==> src/rtl/instr_decode.sv <==
// instr_decode: single-cycle registered RV32I instruction decoder.
//
// Each rising edge samples a raw instruction word and produces a registered
// internal op code, source/destination register indices with validity flags
// and a sign-extended 32-bit immediate. An invalid or unsupported encoding
// produces op=0 with every other output 0. There is no handshake. A new word
// is accepted every cycle, and the latency is exactly one cycle.
//
// Build option:
//   INSTR_DECODE_SYSTEM_EN  when defined, FENCE (opcode 0x0F, funct3 0) decodes
//                           to op 38, ECALL (0x00000073) to op 39 and EBREAK
//                           (0x00100073) to op 40. When undefined, these
//                           encodings decode as invalid.
//
// Ports:
//   clk    in   1   rising-edge clock
//   rst    in   1   synchronous active-high reset; clears every output
//   instr  in  32   raw RV32I instruction word
//   op     out  6   internal operation code, 0 = invalid
//   rs1_v  out  1   instruction reads rs1
//   rs1    out  5   rs1 index (0 when rs1_v=0)
//   rs2_v  out  1   instruction reads rs2
//   rs2    out  5   rs2 index (0 when rs2_v=0)
//   rd     out  5   destination index (0 when there is no destination)
//   imm_v  out  1   instruction carries an immediate
//   imm    out 32   immediate (0 when imm_v=0)
module instr_decode (
  input  logic        clk,
  input  logic        rst,
  input  logic [31:0] instr,
  output logic [5:0]  op,
  output logic        rs1_v,
  output logic [4:0]  rs1,
  output logic        rs2_v,
  output logic [4:0]  rs2,
  output logic [4:0]  rd,
  output logic        imm_v,
  output logic [31:0] imm
);

  // Instruction format. It selects which fields are driven. SH is the
  // shift-immediate form of the I format, which uses a zero-extended shamt.
  typedef enum logic [2:0] {
    F_NONE, F_R, F_I, F_SH, F_S, F_B, F_U, F_J
  } fmt_t;

  logic [6:0] opcode;
  logic [2:0] funct3;
  logic [6:0] funct7;

  assign opcode = instr[6:0];
  assign funct3 = instr[14:12];
  assign funct7 = instr[31:25];

  logic [31:0] imm_i, imm_sh, imm_s, imm_b, imm_u, imm_j;

  assign imm_i  = {{20{instr[31]}}, instr[31:20]};
  assign imm_sh = {27'b0, instr[24:20]};
  assign imm_s  = {{20{instr[31]}}, instr[31:25], instr[11:7]};
  assign imm_b  = {{19{instr[31]}}, instr[31], instr[7], instr[30:25], instr[11:8], 1'b0};
  assign imm_u  = {instr[31:12], 12'b0};
  assign imm_j  = {{11{instr[31]}}, instr[31], instr[19:12], instr[20], instr[30:21], 1'b0};

  logic [5:0]  d_op;
  fmt_t        d_fmt;
  logic        d_rs1_v, d_rs2_v, d_imm_v;
  logic [4:0]  d_rs1, d_rs2, d_rd;
  logic [31:0] d_imm;

  // Classification. d_fmt may be set even when funct3 or funct7 turns out to
  // be illegal. In that case d_op stays 0, and the field stage below ignores
  // the format.
  always_comb begin
    d_op  = 6'd0;
    d_fmt = F_NONE;
    case (opcode)
      7'h37: begin d_op = 6'd1; d_fmt = F_U; end              // LUI
      7'h17: begin d_op = 6'd2; d_fmt = F_U; end              // AUIPC
      7'h6F: begin d_op = 6'd3; d_fmt = F_J; end              // JAL
      7'h67: begin                                            // JALR
        d_fmt = F_I;
        if (funct3 == 3'd0) d_op = 6'd4;
      end
      7'h63: begin                                            // branches
        d_fmt = F_B;
        case (funct3)
          3'd0:    d_op = 6'd5;
          3'd1:    d_op = 6'd6;
          3'd4:    d_op = 6'd7;
          3'd5:    d_op = 6'd8;
          3'd6:    d_op = 6'd9;
          3'd7:    d_op = 6'd10;
          default: d_op = 6'd0;
        endcase
      end
      7'h03: begin                                            // loads
        d_fmt = F_I;
        case (funct3)
          3'd0:    d_op = 6'd11;
          3'd1:    d_op = 6'd12;
          3'd2:    d_op = 6'd13;
          3'd4:    d_op = 6'd14;
          3'd5:    d_op = 6'd15;
          default: d_op = 6'd0;
        endcase
      end
      7'h23: begin                                            // stores
        d_fmt = F_S;
        case (funct3)
          3'd0:    d_op = 6'd16;
          3'd1:    d_op = 6'd17;
          3'd2:    d_op = 6'd18;
          default: d_op = 6'd0;
        endcase
      end
      7'h13: begin                                            // ALU immediate
        d_fmt = F_I;
        case (funct3)
          3'd0: d_op = 6'd19;
          3'd2: d_op = 6'd20;
          3'd3: d_op = 6'd21;
          3'd4: d_op = 6'd22;
          3'd6: d_op = 6'd23;
          3'd7: d_op = 6'd24;
          3'd1: begin
            d_fmt = F_SH;
            if (funct7 == 7'h00) d_op = 6'd25;
          end
          3'd5: begin
            d_fmt = F_SH;
            if (funct7 == 7'h00)      d_op = 6'd26;
            else if (funct7 == 7'h20) d_op = 6'd27;
          end
          default: d_op = 6'd0;
        endcase
      end
      7'h33: begin                                            // ALU register
        d_fmt = F_R;
        if (funct7 == 7'h00) begin
          case (funct3)
            3'd0:    d_op = 6'd28;
            3'd1:    d_op = 6'd30;
            3'd2:    d_op = 6'd31;
            3'd3:    d_op = 6'd32;
            3'd4:    d_op = 6'd33;
            3'd5:    d_op = 6'd34;
            3'd6:    d_op = 6'd36;
            default: d_op = 6'd37;
          endcase
        end else if (funct7 == 7'h20) begin
          if (funct3 == 3'd0)      d_op = 6'd29;
          else if (funct3 == 3'd5) d_op = 6'd35;
        end
      end
`ifdef INSTR_DECODE_SYSTEM_EN
      7'h0F: begin                                            // FENCE
        if (funct3 == 3'd0) d_op = 6'd38;
      end
      7'h73: begin                                            // ECALL / EBREAK
        if (instr == 32'h0000_0073)      d_op = 6'd39;
        else if (instr == 32'h0010_0073) d_op = 6'd40;
      end
`else
`endif
      default: d_op = 6'd0;
    endcase
  end

  // Field extraction. Any field that the format does not use stays 0. System
  // ops keep the F_NONE format, so all of their fields are 0.
  always_comb begin
    d_rs1_v = 1'b0;
    d_rs2_v = 1'b0;
    d_imm_v = 1'b0;
    d_rs1   = 5'd0;
    d_rs2   = 5'd0;
    d_rd    = 5'd0;
    d_imm   = 32'd0;
    if (d_op != 6'd0) begin
      case (d_fmt)
        F_R:  begin d_rs1_v = 1'b1; d_rs2_v = 1'b1; d_rd = instr[11:7]; end
        F_I:  begin d_rs1_v = 1'b1; d_rd = instr[11:7]; d_imm_v = 1'b1; d_imm = imm_i;  end
        F_SH: begin d_rs1_v = 1'b1; d_rd = instr[11:7]; d_imm_v = 1'b1; d_imm = imm_sh; end
        F_S:  begin d_rs1_v = 1'b1; d_rs2_v = 1'b1; d_imm_v = 1'b1; d_imm = imm_s; end
        F_B:  begin d_rs1_v = 1'b1; d_rs2_v = 1'b1; d_imm_v = 1'b1; d_imm = imm_b; end
        F_U:  begin d_rd = instr[11:7]; d_imm_v = 1'b1; d_imm = imm_u; end
        F_J:  begin d_rd = instr[11:7]; d_imm_v = 1'b1; d_imm = imm_j; end
        default: d_imm = 32'd0;
      endcase
      if (d_rs1_v) d_rs1 = instr[19:15];
      if (d_rs2_v) d_rs2 = instr[24:20];
    end
  end

  always_ff @(posedge clk) begin
    if (rst) begin
      op    <= 6'd0;
      rs1_v <= 1'b0;
      rs1   <= 5'd0;
      rs2_v <= 1'b0;
      rs2   <= 5'd0;
      rd    <= 5'd0;
      imm_v <= 1'b0;
      imm   <= 32'd0;
    end else begin
      op    <= d_op;
      rs1_v <= d_rs1_v;
      rs1   <= d_rs1;
      rs2_v <= d_rs2_v;
      rs2   <= d_rs2;
      rd    <= d_rd;
      imm_v <= d_imm_v;
      imm   <= d_imm;
    end
  end

endmodule

==> config.mk <==
export PLATFORM = sky130hd
export DESIGN_NAME = instr_decode
export DESIGN_NICKNAME = d
export VERILOG_FILES = /design/src/rtl/instr_decode.sv
export SDC_FILE = /design/constraint.sdc
export NUM_CORES = 1
export LEC_CHECK = 0
export CAP_MARGIN = 20
export CELL_PAD_IN_SITES_DETAIL_PLACEMENT = 1
export CELL_PAD_IN_SITES_GLOBAL_PLACEMENT = 1
export CORE_MARGIN = 8
export CORE_UTILIZATION = 33
export CTS_CLUSTER_DIAMETER = 100
export DETAILED_ROUTE_END_ITERATION = 8
export DONT_BUFFER_PORTS = 1
export PLACE_DENSITY_LB_ADDON = 0.1
export SLEW_MARGIN = 20
export SYNTH_ARGS = -nofsm -noshare
export SYNTH_HDL_FRONTEND = slang
export SYNTH_SLANG_ARGS = --single-unit
==> constraint.sdc <==
create_clock -name clk -period 2.3 [get_ports clk]
set_input_delay 0.115 -clock clk [delete_from_list [all_inputs] [get_ports clk]]
set_output_delay 0.115 -clock clk [all_outputs]
set_load 0.01 [all_outputs]
### Word-level counts from Yosys, hierarchy flattened

Index checks and enable logic that the tools add are counted.

* bits in read-only memories: 0
* output and inout port bits: 56
* register bits: 56
* memories: 0
* logic and storage cells: 72
* bits in writable memories: 0
* bits in latches: 0

* magnitude comparators: 0
* add/sub/neg operators: 0
* reductions and logical operators: 14
* multiplexer cells: 22
* shifts and indexed selects: 0
* equality and inequality tests: 24
* bitwise logic cells: 4
* $mul: 0
* divide/modulo/power cells: 0

Operators with widths (number)
* $pmux 32 s6: 1
* $pmux 6 s9: 1
* $pmux 6 s8: 1
* $pmux 6 s7: 1
* $eq 7x6->1 const B: 4
* $eq 3x3->1 const B: 8
* $mux 6: 4
* $pmux 4 s6: 1
* $eq 7x7->1 const B: 3
* $pmux 3 s7: 1
* $pmux 4 s5: 1
* $mux 5: 3
* $pmux 5 s3: 1
* $eq 7x5->1 const B: 2
* $eq 3x2->1 const B: 4
* $reduce_or 3->1: 4
* $reduce_or 5->1: 2
* $reduce_or 2->1: 4
* $eq 7x2->1 const B: 1
* $logic_not 7->1: 1
* $eq 3x1->1 const B: 2
* $mux 1: 6
* $reduce_bool 6->1: 1
* $reduce_or 6->1: 1
* 3 further kinds: 6

### Logic depth before layout (Yosys ltp)

* depth after elaboration: 10
* gate-level depth with buffers: 10
* gate-level depth less buffers: 6

### Least setup slack after synthesis

No wires, ideal clock.

* kind: in2reg
* from: input port instr[2]
* to: register rs1[0]
* stages: 8
* data arrival time: 1.949 ns
* data required time: 2.213 ns
* path slack: 0.263 ns
* cell sequence: or2_4 or4_4 o32a_1 o21a_1 and4_1 buf_6 buf_6 nor4b_2

* longest elaborated chain between the ends: 9
* elaborated cells between the ends (all ways): 25
* classes of those cells: 14 x eq/ne; 4 x mux; 2 x bitwise; 5 x reduce/logical

Ends and longest elaborated chain
* start: declaration: line 30 `input logic [31:0] instr,`
* $eq 7x2->1 (tied with other cells): line 76 `case (opcode)`
* $reduce_or 2->1 (no line)
* $pmux 3 s7: line 76
* $eq 3x3->1 (tied with other cells): line 180 `case (d_fmt)`
* $reduce_or 5->1 (no line)
* $mux 1: line 180
* $mux 1: line 179 `if (d_op != 6'd0) begin`
* $not 1->1 (no line)
* $reduce_or 3->1 (no line) *
* end signal: assignment: line 208 `rs1 <= d_rs1;`
* end: declaration: line 33 `output logic [4:0] rs1,`

Every way passes the cells marked *; elsewhere a longest branch is shown, timed or not. The select of a mux whose other input is x is not followed.
A chain may end at the register's enable or synchronous reset.

### Worst setup path in the final report

* from: input port instr[2]
* to: register imm[26]

* longest elaborated chain between the ends: 5
* elaborated cells between the ends (all ways): 23
* classes of those cells: 15 x eq/ne; 3 x mux; 1 x bitwise; 4 x reduce/logical

Ends and longest elaborated chain
* $eq 7x2->1 (tied with other cells): line 76
* $reduce_or 2->1 (no line) / $pmux 6 s9 (equally long branches)
* $pmux 3 s7 / $reduce_bool 6->1 (equally long branches): line 76, 179
* $eq 3x3->1 (tied with other cells): line 180
* $pmux 32 s6 / $reduce_or 2->1 (equally long branches)
* end signal: assignment: line 213 `imm <= d_imm;`
* end: declaration: line 38 `output logic [31:0] imm`

Several ways; a longest one is shown, not always the timed one.

==> metrics.md <==
| Metric | Value |
|---|---|
| Status | complete, no violations |
| Max clock buf depth | 2 |
| EDFF count, synth | 0 |
| Iteration count of the initial detailed-routing pass | 4 |
| GR Overflow Total | 0 |
| Post-Synthesis Cells | 304 |
| Row Count | 32 |
| Most frequent cell after synthesis | dfxtp_1 |
| Initial core utilization | 0.335 |
| Num ports | 90 |
| Max-slew violations | 0 |
| FMAX | 553 MHz |
| Seq/Total Area, Yosys | 0.437 |
| Mapped Area | around 0.0026 mm2 |
| Pin count of the biggest net entering global routing | 51 |
| Peak supply drop | about 0.3 mV |
| RSZ-0062 raised after global routing | false |
| Comb pwr share | 0.102 |
| Setup CP Type | in -> reg |
| Tcrit/Tclk final | 0.787 |
| Top delay family on crit path | simple AND/OR/NAND/NOR gates |
| Final Hold Viols | 0 |
| Switch share | 0.235 |
| Async S/R FF share, synth | 0 |
| Die Span X | 104 um |
| Internal power | 1.39 mW |
| Via count | around 2,400 |
| Clock sinks | 56 |
| Drt via density | about 5.5 |
| Routed wire length | approximately 8700 um |
| Post-CTS Setup Repair Bufs | 0 |
| Top cells by count, synth | dfxtp_1 (56), nor3_1 (52), a21oi_1 (27), nand2_1 (22) |
| Sequential power share | 0.535 |
| Lkg Pwr | 1.04 nW |
| P_sw | 0.427 mW |
| CP peak stage delay | 0.58 ns |
| WP data arrival | 2.03 ns |
| Clock Power Share | 0.363 |
| CP required | between 2 and 3 ns |
| Post-DP HPWL | 6200 um |
| Buffers & Inverters on Critical Path | 1 |
| Die area | 0.0108 mm2 |
| Placer congestion estimate | 0.796 |
| Tmin final | 1.81 ns |
| Clk pin slew, worst setup/hold paths | roughly 0.10 ns |
| Crit-path slowest cell | nor3_1 |
| Syn_nets | 338 |
| Post-cts sizing count | 0 |
| Biggest area consumer among synthesized cells | dfxtp_1 |
| H-tree depth | 2 |
| First-pass GRT wire length | about 14,000 um |
| Worst-path cell chain | or2_4 > nor3_1 > o31ai_1 > and3_1 > and4_2 > buf_12 > nor3_1 |
| Synth top area cells | dfxtp_1 (44%), nor3_1 (10%), a21oi_1 (5.3%) |
| Initial drt markers | 100 |
| Die height | between 100 and 150 um |
| Dpl cells | 397 |
| Hold Buf Count CTS | 26 |
| Yosys cell types | 56 |
| Antenna violations before repair | 0 |
| Critical path origin | instr[2] |
| Ys flop type | dfxtp_1 |
| CP Capture Type | flip-flop |
| Core Region | 0.00765 mm2 |
| Yosys warns | 0 |
| Worst Setup Start Kind | input port |
| Clk root buf | clkbuf_8 |
| ANT cells | 0 |
| Worst slew margin | 0.530 |
| Pwr Total | approximately 1.8 mW |
| Synth top area share | 0.437 |
| Sum Neg Setup Slack | 0 ns |
| Final setup vio count | 0 |
| Total GRT Usage | 0.158 |
| Layout cells sized above 1 | 0.100 |
| Measured slew at the worst slew-check pin | 0.700 ns |
| WL per Instance | 20.3 um |
| Hold Crit Class | in -> reg |
| Critical path fanouts, max | 50 |
| Crit path depth | 7 |
| Mean Syn Cell Area | 8.44 um2 |
| Drt drc | 0 |
| TritonCTS clock tree | built |
| Hold Path Depth | 2 |
| HP Start | instr[21] |
| Max-cap violations | 0 |
| FF+latch count, synth | 56 |
| Nets@finish | around 360 |
| Vias in the first global route | 2,432 |
| Buffers on Ports | 0 |
| CTS buffer count | 5 |
| Post-route ant nets | 0 |
| Area Overhead vs Synth | 20.3% |
| Hold endpoint | imm[1] |
| Pwr/cell area | 589 mW/mm2 |
| Most used cell, CP | nor3_1 |
| Non-Filler Instances | approximately 430 |
## cells in the final DEF (no fill, tap or decap), types with 3 or more instances in the layout
master and count:
a21oi_1 27, a22oi_1 6, nand2_1 22, o21ai_0 7, o211ai_1 3, buf_4 15, nor2_1 18, nor4bb_1 3
and2_1 6, nor3b_1 3, inv_1 4, o31ai_1 3, nand3_1 11, clkbuf_8 5, nor2b_1 6, nor3_1 52
dlygate4sd3_1 25, dfxtp_1 56
## cells by family (layout without fill, tap and decap cells)
group | Yosys count | count (layout) | share of synthesized area
AND/OR/NAND/NOR | 141 | 141 | 0.299
AO/OA/AOI/OAI | 75 | 75 | 0.198
flip-flops | 56 | 56 | 0.437
buffers and inverters | 29 | 54 | 0.0551
XOR/XNOR | 2 | 2 | 0.00683
multiplexers | 1 | 1 | 0.00390
## worst max path at each step
stage               slack (ns)  endpoint
floorplan                 0.26    rs1[0]
global placement          0.14   imm[27]
global route              0.40   imm[26]
detailed placement        0.17    imm[4]
finish                    0.49   imm[26]
CTS                       0.49    imm[4]
## metrics by stage
step / hold slack (ns) / util / instance area [um2] / worst slack [ns]
2_1_floorplan: 0.186 / - / 2560 / 0.263
3_3_place_gp: 0.191 / 0.354 / 2700 / 0.142
3_5_place_dp: 0.193 / 0.354 / 2700 / 0.171
4_1_cts: 0.00195 / 0.403 / 3090 / 0.495
5_1_grt: 0.0129 / 0.403 / 3090 / 0.400
6_report: 0.0141 / 0.403 / 3090 / 0.491
## metal layers
layer | track usage | up-vias | share of wire
met5 | 0 | - | 0
met4 | 0.0403 | 0 | 0.0092
met3 | 0.0458 | 6 | 0.065
met2 | 0.262 | 69 | 0.47
met1 | 0.194 | 1140 | 0.46
li1 | - | 1168 | -
## power by group through the flow
stage               logic, mW  registers, mW  clock network [mW]
finish                  0.185          0.972               0.659
global route            0.203          0.973               0.716
CTS                     0.186          0.972               0.677
detailed placement      0.131          0.994                   0
global placement        0.131          0.995                   0
floorplan               0.130          0.994                   0
## sequential cells by signal, summed over array words and instances, names as in the netlist
signal	cells
imm	32
imm_v	1
op	6
rd	5
rs1	5
rs1_v	1
rs2	5
rs2_v	1
## cell type report
type | count | area [um2]
multi-input combinational | 219 | 1310
fill | 898 | 4560
sequential | 56 | 1120
tap | 102 | 128
inverter | 4 | 15.0
clock inverter | 2 | 38.8
timing repair buffer | 42 | 403
clock buffer | 6 | 72.6
(Power assumes the default switching activity.)
